===== src/rtl/alu_pipe.sv =====
// Pipelined add/subtract/logic ALU with valid/ready flow control and a persistent
// carry register so ADC/SBB can chain multi-word arithmetic.
module alu_pipe #(
   parameter int WIDTH  = 8,
   parameter int STAGES = 2
) (
   input  logic             clk,
   input  logic             rst_n,
   input  logic             in_valid,
   output logic             in_ready,
   input  logic [WIDTH-1:0] a,
   input  logic [WIDTH-1:0] b,
   input  logic [2:0]       op,
   input  logic             clr_carry,
   output logic             out_valid,
   input  logic             out_ready,
   output logic [WIDTH-1:0] result,
   output logic             carry_out,
   output logic             zero,
   output logic             negative,
   output logic             overflow
);

   typedef enum logic [2:0] {
      OP_ADD   = 3'b000,
      OP_SUB   = 3'b001,
      OP_ADC   = 3'b010,
      OP_SBB   = 3'b011,
      OP_AND   = 3'b100,
      OP_OR    = 3'b101,
      OP_XOR   = 3'b110,
      OP_PASSB = 3'b111
   } op_e;

   typedef struct packed {
      logic [WIDTH-1:0] res;
      logic             c;
      logic             z;
      logic             n;
      logic             v;
   } stage_t;

   logic              creg_q, creg_d;
   logic              accept;
   logic [STAGES-1:0] rdy;
   logic [STAGES-1:0] v_q, v_d;
   stage_t            stg_q [STAGES];
   stage_t            stg_d [STAGES];
   stage_t            stage_in;
   logic [WIDTH-1:0]  bx;
   logic              cin;
   logic [WIDTH:0]    sum;

   // A stage can take new data unless it and every stage after it are full
   // while the consumer stalls; this is the unrolled ready chain.
   for (genvar k = 0; k < STAGES; k++) begin : g_rdy
      assign rdy[k] = out_ready || !(&v_q[STAGES-1:k]);
   end

   assign in_ready = rdy[0];
   assign accept   = in_valid && rdy[0];

   always_comb begin
      bx  = op[0] ? ~b : b;
      cin = op[1] ? (clr_carry ? 1'b0 : creg_q) : op[0];
      sum = {1'b0, a} + {1'b0, bx} + {{WIDTH{1'b0}}, cin};

      stage_in = '0;
      case (op_e'(op))
         OP_ADD, OP_SUB, OP_ADC, OP_SBB: begin
            stage_in.res = sum[WIDTH-1:0];
            stage_in.c   = sum[WIDTH];
            stage_in.v   = (a[WIDTH-1] == bx[WIDTH-1]) && (sum[WIDTH-1] != a[WIDTH-1]);
         end
         OP_AND:  stage_in.res = a & b;
         OP_OR:   stage_in.res = a | b;
         OP_XOR:  stage_in.res = a ^ b;
         default: stage_in.res = b;
      endcase
      stage_in.z = (stage_in.res == '0);
      stage_in.n = stage_in.res[WIDTH-1];
   end

   // An arithmetic accept always reloads the carry, even when clr_carry
   // forced its cin to zero; otherwise clr_carry alone clears it.
   always_comb begin
      creg_d = creg_q;
      if (accept && !op[2]) begin
         creg_d = stage_in.c;
      end else if (clr_carry) begin
         creg_d = 1'b0;
      end
   end

   always_comb begin
      v_d   = v_q;
      stg_d = stg_q;
      if (rdy[0]) begin
         v_d[0] = in_valid;
         if (in_valid) begin
            stg_d[0] = stage_in;
         end
      end
      for (int k = 1; k < STAGES; k++) begin
         if (rdy[k]) begin
            v_d[k] = v_q[k-1];
            if (v_q[k-1]) begin
               stg_d[k] = stg_q[k-1];
            end
         end
      end
   end

   always_ff @(posedge clk or negedge rst_n) begin
      if (!rst_n) begin
         v_q    <= '0;
         creg_q <= 1'b0;
         for (int k = 0; k < STAGES; k++) begin
            stg_q[k] <= '0;
         end
      end else begin
         v_q    <= v_d;
         creg_q <= creg_d;
         stg_q  <= stg_d;
      end
   end

   assign out_valid = v_q[STAGES-1];
   assign result    = stg_q[STAGES-1].res;
   assign carry_out = stg_q[STAGES-1].c;
   assign zero      = stg_q[STAGES-1].z;
   assign negative  = stg_q[STAGES-1].n;
   assign overflow  = stg_q[STAGES-1].v;

endmodule


===== config.mk =====
export PLATFORM = sky130hd
export DESIGN_NAME = alu_pipe
export DESIGN_NICKNAME = d
export VERILOG_FILES = /design/src/rtl/alu_pipe.sv
export SDC_FILE = /design/constraint.sdc
export NUM_CORES = 1
export LEC_CHECK = 0
export ABC_AREA = 1
export ABC_CLOCK_PERIOD_IN_PS = 3400
export BUFFER_PORTS_ARGS = -buffer_cell sky130_fd_sc_hd__buf_2
export CORE_ASPECT_RATIO = 0.7
export CORE_MARGIN = 1.5
export CORE_UTILIZATION = 50
export CTS_CLUSTER_DIAMETER = 80
export DETAILED_ROUTE_END_ITERATION = 10
export MAX_ROUTING_LAYER = met4
export PLACE_DENSITY_LB_ADDON = 0.12
export RECOVER_POWER = 25
export SYNTH_ARGS = -nofsm -noshare
export SYNTH_HDL_FRONTEND = slang
export SYNTH_SLANG_ARGS = --single-unit

===== constraint.sdc =====
create_clock -name clk -period 3.4 [get_ports clk]
set_input_delay 1.02 -clock clk [delete_from_list [all_inputs] [get_ports clk]]
set_output_delay 1.02 -clock clk [all_outputs]
set_load 0.03 [all_outputs]

# [Yosys cells after proc, flatten, opt, wreduce, memory -nomap -nowiden]
# Cells that the tools add are included.
[word_totals] reg_bits=27 latch_bits=0 mem_bits_rw=0 mem_bits_ro=0 inputBits=24 output_inout_bits=14 elab_cells=48 memories=0
[classes] addsub=2 n_mul=0 n_div=0 order_cmp=0 eq_ne=8 shift=0 muxes=7 n_bitwise=4 reduce_logical=14
[op_table] operator="8-bit one-hot mux with 4 select lines" n=1
[op_table] operator="8-bit by 8-bit adder with 9-bit output" n=1
[op_table] operator="9-bit by 1-bit adder with 9-bit output" n=1
[op_table] operator="3-bit equality test, second input constant" n=3
[op_table] operator="8-bit bitwise AND" n=1
[op_table] operator="8-bit logical NOT" n=1
[op_table] operator="8-bit 2-to-1 mux" n=1
[op_table] operator="8-bit NOT" n=1
[op_table] operator="8-bit OR" n=1
[op_table] operator="8-bit XOR" n=1
[op_table] operator="3-bit by 2-bit equality test with 1-bit output, second input constant" n=2
[op_table] operator="2-bit AND reduction" n=3
[op_table] operator="1-bit 2-to-1 mux" n=5
[op_table] operator="4-bit OR reduction" n=1
[op_table] operator="3-bit by 1-bit equality test with 1-bit output, second input constant" n=1
[op_table] operator="1-bit logical AND" n=3
[op_table] operator="1-bit logical NOT" n=3
[op_table] operator="3-bit logical NOT" n=1
[op_table] operator="1-bit logical OR" n=2
[op_table] operator="1-bit equality test" n=1
[op_table] operator="1-bit != test" n=1

# [Depth between registers and ports, before layout]
# Gate-level depths: netlist of run 1.
[logic_depth] depth_word=7 depth_mapped=16 ltp_nobuf=16

# [Worst setup path after synthesis of run 1]
# OpenSTA, ideal clock, no wires.
[synth_path] path_kind="input -> register" from="input port op[0]" to="register creg_q" t_arrival_ns=2.780 t_required_ns=3.268 slack_ns=0.488 path_stages=12 path_buffers=1 path_cell_list="buf_6 xor2_1 fa_1 fa_1 nand2_1 nand2_1 nand3b_1 nand2_1 nand2_1 a21oi_1 o21ai_0 o21ai_0"
[synth_between] elab_chain_cells=5 elab_cells_between_ends=11 classes_between="2 x add/sub; 3 x eq/ne; 4 x mux; 2 x reduce/logical"
[synth_rtl] element="start: declaration" line_no="13" source="input logic [2:0] op,"
[synth_rtl] element="8-bit 2-to-1 mux" line_no="64" source="bx = op[0] ? ~b : b;"
[synth_rtl] element="8-bit by 8-bit adder with 9-bit output" line_no="66" source="sum = {1'b0, a} + {1'b0, bx} + {{WIDTH{1'b0}}, cin};"
[synth_rtl] element="9-bit by 1-bit adder with 9-bit output" line_no="66"
[synth_rtl] element="1-bit 2-to-1 mux (*)" line_no="69" source="case (op_e'(op))"
[synth_rtl] element="1-bit 2-to-1 mux (*)" line_no="88" source="if (accept && !op[2]) begin"
[synth_rtl] element="net creg_d" line_no="43" source="logic creg_q, creg_d;"
[synth_rtl] element="end signal: assignment" line_no="123" source="creg_q <= creg_d;"
[synth_rtl] element="end: declaration" line_no="43"
# The timed path passes the listed nets; every way through them passes the cells marked *.
# A chain may end at the register's enable or synchronous reset.

# [Worst setup path after layout of run 1]
[layout_path] from="input port op[1]" to="register stg_q[15] (netlist bit)"
[layout_between] elab_chain_cells=3 elab_cells_between_ends=8 classes_between="1 x add/sub; 3 x eq/ne; 2 x mux; 2 x reduce/logical"
[layout_rtl] element="1-bit 2-to-1 mux, or another cell as far along" line_no="65" source="cin = op[1] ? (clr_carry ? 1'b0 : creg_q) : op[0];"
[layout_rtl] element="9-bit by 1-bit adder with 9-bit output / 4-bit OR reduction (equally long branches)" line_no="66, 69"
[layout_rtl] element="1-bit 2-to-1 mux (*)" line_no="69"
[layout_rtl] element="end signal: assignment" line_no="124" source="stg_q <= stg_d;"
[layout_rtl] element="end: declaration" line_no="47" source="stage_t stg_q [STAGES];"
# Mark *: on every way between the ends. The rest lies on a longest branch, timed or not.

==> results of run 1 <==
-- cell type report --
cell class / count / area, um^2
clock buffer: 4 / 45.0
fill: 396 / 1660
inverter: 49 / 185
multi-input combinational: 195 / 1140
sequential: 25 / 626
tap: 52 / 65.1
timing repair buffer: 39 / 199
-- worst max-delay path by stage --
stage                     startpoint  slack (ps)               endpoint  cells after the start
after floorplan                op[0]         490       creg_q$_DFF_PN0_                     12
after global placement         op[1]         280       creg_q$_DFF_PN0_                     13
after detailed placement       op[1]         190  stg_q[15]$_DFFE_PN0P_                     13
after CTS                      op[1]         470  stg_q[15]$_DFFE_PN0P_                     13
after global routing           op[1]         170  stg_q[15]$_DFFE_PN0P_                     13
final                          op[1]         450  stg_q[15]$_DFFE_PN0P_                     13
-- cells in the mapped netlist (all sizes together) --
library cell and count:
fa 2, ha 23, dfrtp 25, nor2 20
clkbuf 3, a21oi 7, buf 10, o211a 3
o21ai 22, nand3 21, or2 1, xor2 9
clkinv 1, nand4 1, nor3 1, nand3b 3
inv 48, nand2 80, mux2 2
-- power groups by stage --
| stage | registers, W | clock network, W | logic (W) |
|---|---|---|---|
| 2_1_floorplan | 0.000394 | 0 | 0.000277 |
| 3_3_place_gp | 0.000378 | 0 | 0.000360 |
| 3_5_place_dp | 0.000379 | 0 | 0.000364 |
| 4_1_cts | 0.000373 | 0.000180 | 0.000366 |
| 5_1_grt | 0.000380 | 0.000191 | 0.000409 |
| 6_report | 0.000372 | 0.000174 | 0.000363 |
-- tightest hold or removal path, delay by kind of cell (launching register included) --
| kind | cells | cell delay [ps] |
|---|---|---|
| AOI/OAI and AO/OA | 1 | 60 |
| DFF | 1 | 350 |
| and+or+nand+nor | 1 | 50 |
-- flip-flops by register name (all words and copies together) (netlist names) --
| signal | flops |
|---|---|
| carry_out | 1 |
| v_q | 2 |
| overflow | 1 |
| zero | 1 |
| creg_q | 1 |
| stg_q | 11 |
| result | 8 |
-- routing by layer --
layer | routed length, um | GRT usage [%]
met2 | 1660 | 31.1
met4 | 21 | 3.01
met5 | 0 | -
met3 | 218 | 3.90
met1 | 2130 | 28.6
-- logic make-up (layout without fill, tap and decap cells) --
group | Yosys count | count (layout) | share of synthesized area (%)
AOI/OAI and AO/OA | 32 | 32 | 8.58
xor gates and xnor gates | 9 | 9 | 3.86
adders and majority gates | 25 | 25 | 16.1
buffers and inverters | 62 | 92 | 13.5
DFF | 25 | 25 | 30.7
muxes | 2 | 2 | 1.10
and+or+nand+nor | 127 | 127 | 26.2
-- per-stage QoR --
step,util [%],instance area [um^2],worst slack (ps),hold slack [ps]
after floorplan,-,2040,488,445
after global placement,56.5,2220,276,455
after detailed placement,56.5,2220,187,472
after CTS,57.6,2260,471,491
after global routing,57.6,2260,171,516
final,57.6,2260,451,486
==> flow_summary.json, run 1 <==
{
  "status": "completed",
  "crit_buf_inv": 1,
  "end_kind": "register",
  "start_kind": "primary input",
  "synth_top_area_share_pct": 30.7,
  "clk_pin_slew_ps": 80,
  "nets": 362,
  "synth_area_um2": 2040,
  "period_needed_ps": 2950,
  "clockBufferDepth": 2,
  "grt_pass1_wl_um": 6930,
  "dieArea_um2": 4480,
  "r2r_cells": 12,
  "drt_first_iter_violations": 80,
  "area_growth_pct": 10.7,
  "combPwrFrac_pct": 39.9,
  "min-delay-start": "result[0]$_DFFE_PN0P_",
  "dr.pass1.iters": 4,
  "ir_drop_mv": 0.345,
  "grt_usage_pct": 20.3,
  "hpwl_um": 3290,
  "ys_ff_latch": 25,
  "mostFrequentLayoutCell": "nand2_1",
  "r2r_setup_slack_ps": 1100,
  "min_to": "result[0]$_DFFE_PN0P_",
  "cts.sinks": 25,
  "syn_nets": 331,
  "critPathMaxFanout": 7,
  "final_cell_mix": "80 x nand2_1, 43 x inv_1, 36 x buf_2",
  "n_antenna_cell": 0,
  "switching_share_pct": 38.6,
  "grt_max_degree": 26,
  "max_slew_margin_pct": 15.4,
  "drc": 0,
  "wirelength_um": 4020,
  "post_cts_buffers": 0,
  "yosysUniqueCellTypes": 24,
  "htreeDepth": 1,
  "critPathKind": "in -> reg",
  "reg2reg_to": "stg_q[15]$_DFFE_PN0P_",
  "worstPathRequired_ps": 3550,
  "power.density_nw_per_um2": 402,
  "ys_seq_area_share_pct": 30.7,
  "rr_startpoint": "creg_q$_DFF_PN0_",
  "hold_path_depth": 2,
  "antenna_found_initial": 0,
  "grt.overflow.total": 0,
  "setup_viol": 0,
  "cp_common_cell": "nand2_1",
  "internal_power_w": 0.000558,
  "finClkSkew_ps": 3.54,
  "cpPeakStageDelay_ps": 420,
  "switchingPower_w": 0.000351,
  "p_total_w": 0.000909,
  "cts_root_buffer": "clkbuf_8",
  "hold_class": "reg -> reg",
  "max_slew.worst_pin.slew_ps": 1270,
  "maxCapViolCount": 0,
  "max_freq_mhz": 339,
  "routabilityCongestion": 0.873,
  "postRouteAntennaNets": 0,
  "grt_pass1_vias": 1595,
  "pwr-share-clk_pct": 19.1,
  "core_um2": 3920,
  "insertion_delay_ps": 270,
  "synth.area.top_cells": "dfrtp_1 31%, nand2_1 15%, ha_1 14%, inv_1 7.9%, nand3_1 4.9%",
  "row_count": 19,
  "fin_crit_sh_pct": 86.7,
  "via_per_inst": 4.88,
  "place_inst": 360,
  "yosysTopAreaCell": "dfrtp_1",
  "final_layout_size_suffix_gt1_share_pct": 17.6,
  "pin_count": 38,
  "cp_data_arrival_time_ps": 3090,
  "fp.dieH_um": 56.5,
  "fin_tns_setup_ps": 0,
  "slew_viol_final": 0,
  "postCtsHoldBufs": 0,
  "num_vias": 1775,
  "p_seq_share_pct": 41.0,
  "routedWlPerCell_um": 11.1,
  "fin_cells": 364,
  "avgSynthCellArea_um2": 7.24,
  "p_leak_nw": 1.30,
  "crit_chain": "buf_2, nor2_2, a21oi_1, fa_1, fa_1, nand2_1, nand2_1, nand3b_1, nand2_1, nand2_1, a21oi_1, o21ai_0, o21ai_0",
  "cts_resized": 0,
  "synthCells": 282,
  "report.final.hold_viol_count": 0,
  "cp_top_family": "adder cells",
  "cpMaxStageDelayCell": "fa_1",
  "cts_tree": "done",
  "rsz0062_at_grt": "no",
  "start_util_pct": 52.0,
  "io_buffers": 37,
  "yosys_warnings": 0,
  "cts-buffers-inserted": 3,
  "dieWidth_um": 79.4
}
No activity file was read; power rests on OpenSTA's default activity.
==> inputs of run 2 (changes only) <==
CELL_PAD_IN_SITES_DETAIL_PLACEMENT = 0   (was unset)
CELL_PAD_IN_SITES_GLOBAL_PLACEMENT = 1   (was unset)
CORE_UTILIZATION = 43   (was 50)
==> flow_summary.json, run 2 (synthesis results as in run 1) <==
{
  "status": "finished with violations",
  "failed_checks": "DRC",
  "reg2reg_to": "stg_q[15]$_DFFE_PN0P_",
  "routedWlPerCell_um": 11.8,
  "routabilityCongestion": 0.849,
  "holdWs_ps": 481,
  "cp_data_arrival_time_ps": 2950,
  "hold_path_depth": 2,
  "post_cts_buffers": 0,
  "pin_count": 38,
  "largest_reg_flops": 11,
  "clockBufferDepth": 2,
  "start_kind": "primary input",
  "cp_top_family": "adder cells",
  "preCtsSetupSlack_ps": 283,
  "end_kind": "register",
  "core_um2": 4450,
  "io_buffers": 37,
  "placed_area_um2": 2220,
  "r2r_setup_slack_ps": 1100,
  "report.final.hold_viol_count": 0,
  "crit_chain": "buf_2, xor2_1, fa_1, fa_1, nand2_1, nand2_1, nand3b_1, nand2_1, nand2_1, a21oi_1, o21ai_0, o21ai_0",
  "row_count": 20,
  "hold_class": "reg -> reg",
  "grt_max_degree": 26,
  "cts_resized": 0,
  "grt_pass1_wl_um": 7310,
  "period_needed_ps": 2820,
  "drt_first_iter_violations": 67,
  "min-delay-start": "v_q[0]$_DFFE_PN0N_",
  "wirelength_um": 4320,
  "antenna_found_initial": 0,
  "via_per_inst": 4.69,
  "dieWidth_um": 85.3,
  "nets": 362,
  "p_leak_nw": 1.30,
  "area_growth_pct": 10.9,
  "grt.overflow.total": 0,
  "cts_tree": "done",
  "max_freq_mhz": 354,
  "max_slew_margin_pct": 10.5,
  "r2r_cells": 12,
  "max_slew.worst_pin.slew_ps": 1340,
  "mostFrequentLayoutCell": "nand2_1",
  "fin_crit_sh_pct": 83.0,
  "critPathKind": "in -> reg",
  "stdcell_area_um2": 2260,
  "postCtsHoldBufs": 0,
  "htreeDepth": 1,
  "cpPeakStageDelay_ps": 440,
  "fillers": 469,
  "n_antenna_cell": 0,
  "rsz0062_at_grt": "no",
  "slew_viol_final": 0,
  "rr_startpoint": "creg_q$_DFF_PN0_",
  "power.density_nw_per_um2": 402,
  "postRouteAntennaNets": 0,
  "start_util_pct": 45.8,
  "min_to": "v_q[1]$_DFFE_PN0N_",
  "cts_root_buffer": "clkbuf_8",
  "cts-buffers-inserted": 3,
  "fin_tns_setup_ps": 0,
  "hpwl_um": 3470,
  "cp_common_cell": "nand2_1",
  "worstPathRequired_ps": 3530,
  "dieArea_um2": 5170,
  "regMostFlops": "stg_q",
  "num_vias": 1720,
  "final_cell_mix": "80 x nand2_1, 43 x inv_1, 36 x buf_2",
  "ir_drop_mv": 0.242,
  "maxCapViolCount": 0,
  "setup_viol": 0,
  "crit_buf_inv": 1,
  "cts.sinks": 25,
  "grt_pass1_vias": 1606,
  "critPathMaxFanout": 4,
  "final_util_pct": 50.8,
  "finClkSkew_ps": 3.39,
  "insertion_delay_ps": 260,
  "dr.pass1.iters": 7,
  "clk_pin_slew_ps": 80,
  "worst_slack_ps": 579,
  "drc": 2,
  "cpMaxStageDelayCell": "fa_1",
  "fp.dieH_um": 60.6,
  "final_layout_size_suffix_gt1_share_pct": 17.6,
  "grt_usage_pct": 18.7
}
-- run 2: cell counts in the layout (fill, tap and decap cells not counted) --
No cell type changed its count.
-- run 2: how the worst max path moves through the flow --
| stage | from | endpoint | slack, ps | cells past startpoint |
|---|---|---|---|---|
| finish | op[0] | stg_q[15]$_DFFE_PN0P_ | 580 | 12 |
| global route | op[1] | creg_q$_DFF_PN0_ | 370 | 13 |
| CTS | op[0] | stg_q[15]$_DFFE_PN0P_ | 560 | 12 |
| detailed placement | op[0] | stg_q[15]$_DFFE_PN0P_ | 280 | 12 |
| floorplan | op[0] | creg_q$_DFF_PN0_ | 490 | 12 |
| global placement | op[0] | stg_q[15]$_DFFE_PN0P_ | 330 | 12 |
-- run 2: report_power, final --
group	internal (W)	switching, W
clock network	0.0000837	0.0000885
registers	0.000352	0.0000219
logic	0.000121	0.000242
total	0.000557	0.000352
-- run 2: metal layers --
layer	up-vias	routed length, um	global-route usage [%]
met5	-	0	-
met4	0	0	0.691
met3	0	270	3.81
met2	37	1750	28.6
met1	752	2300	27.1
li1	931	-	-
-- run 2: cell type report --
type                            count  area [um^2]  share of cell area (%)
Clock buffer                        4         45.0                    1.99
Inverter                           49          185                    8.18
Sequential cell                    25          626                    27.6
Timing Repair Buffer               39          199                    8.79
Tap cell                           55         68.8                    3.04
Multi-Input combinational cell    195         1140                    50.4
-- run 2: metrics by stage --
stage | total power, W | std cells
6_report | 0.000909 | 367
5_1_grt | 0.000985 | 367
4_1_cts | 0.000920 | 367
3_5_place_dp | 0.000746 | 363
3_3_place_gp | 0.000743 | 363
2_1_floorplan | 0.000671 | 282
-- run 2: worst register-to-register path: cells and delay by family, from the launching register on --
kind                       cells  cell delay [ps]
AOI/OAI and AO/OA              4              470
adders and majority gates      2              800
DFF                            1              360
and+or+nand+nor                6              520
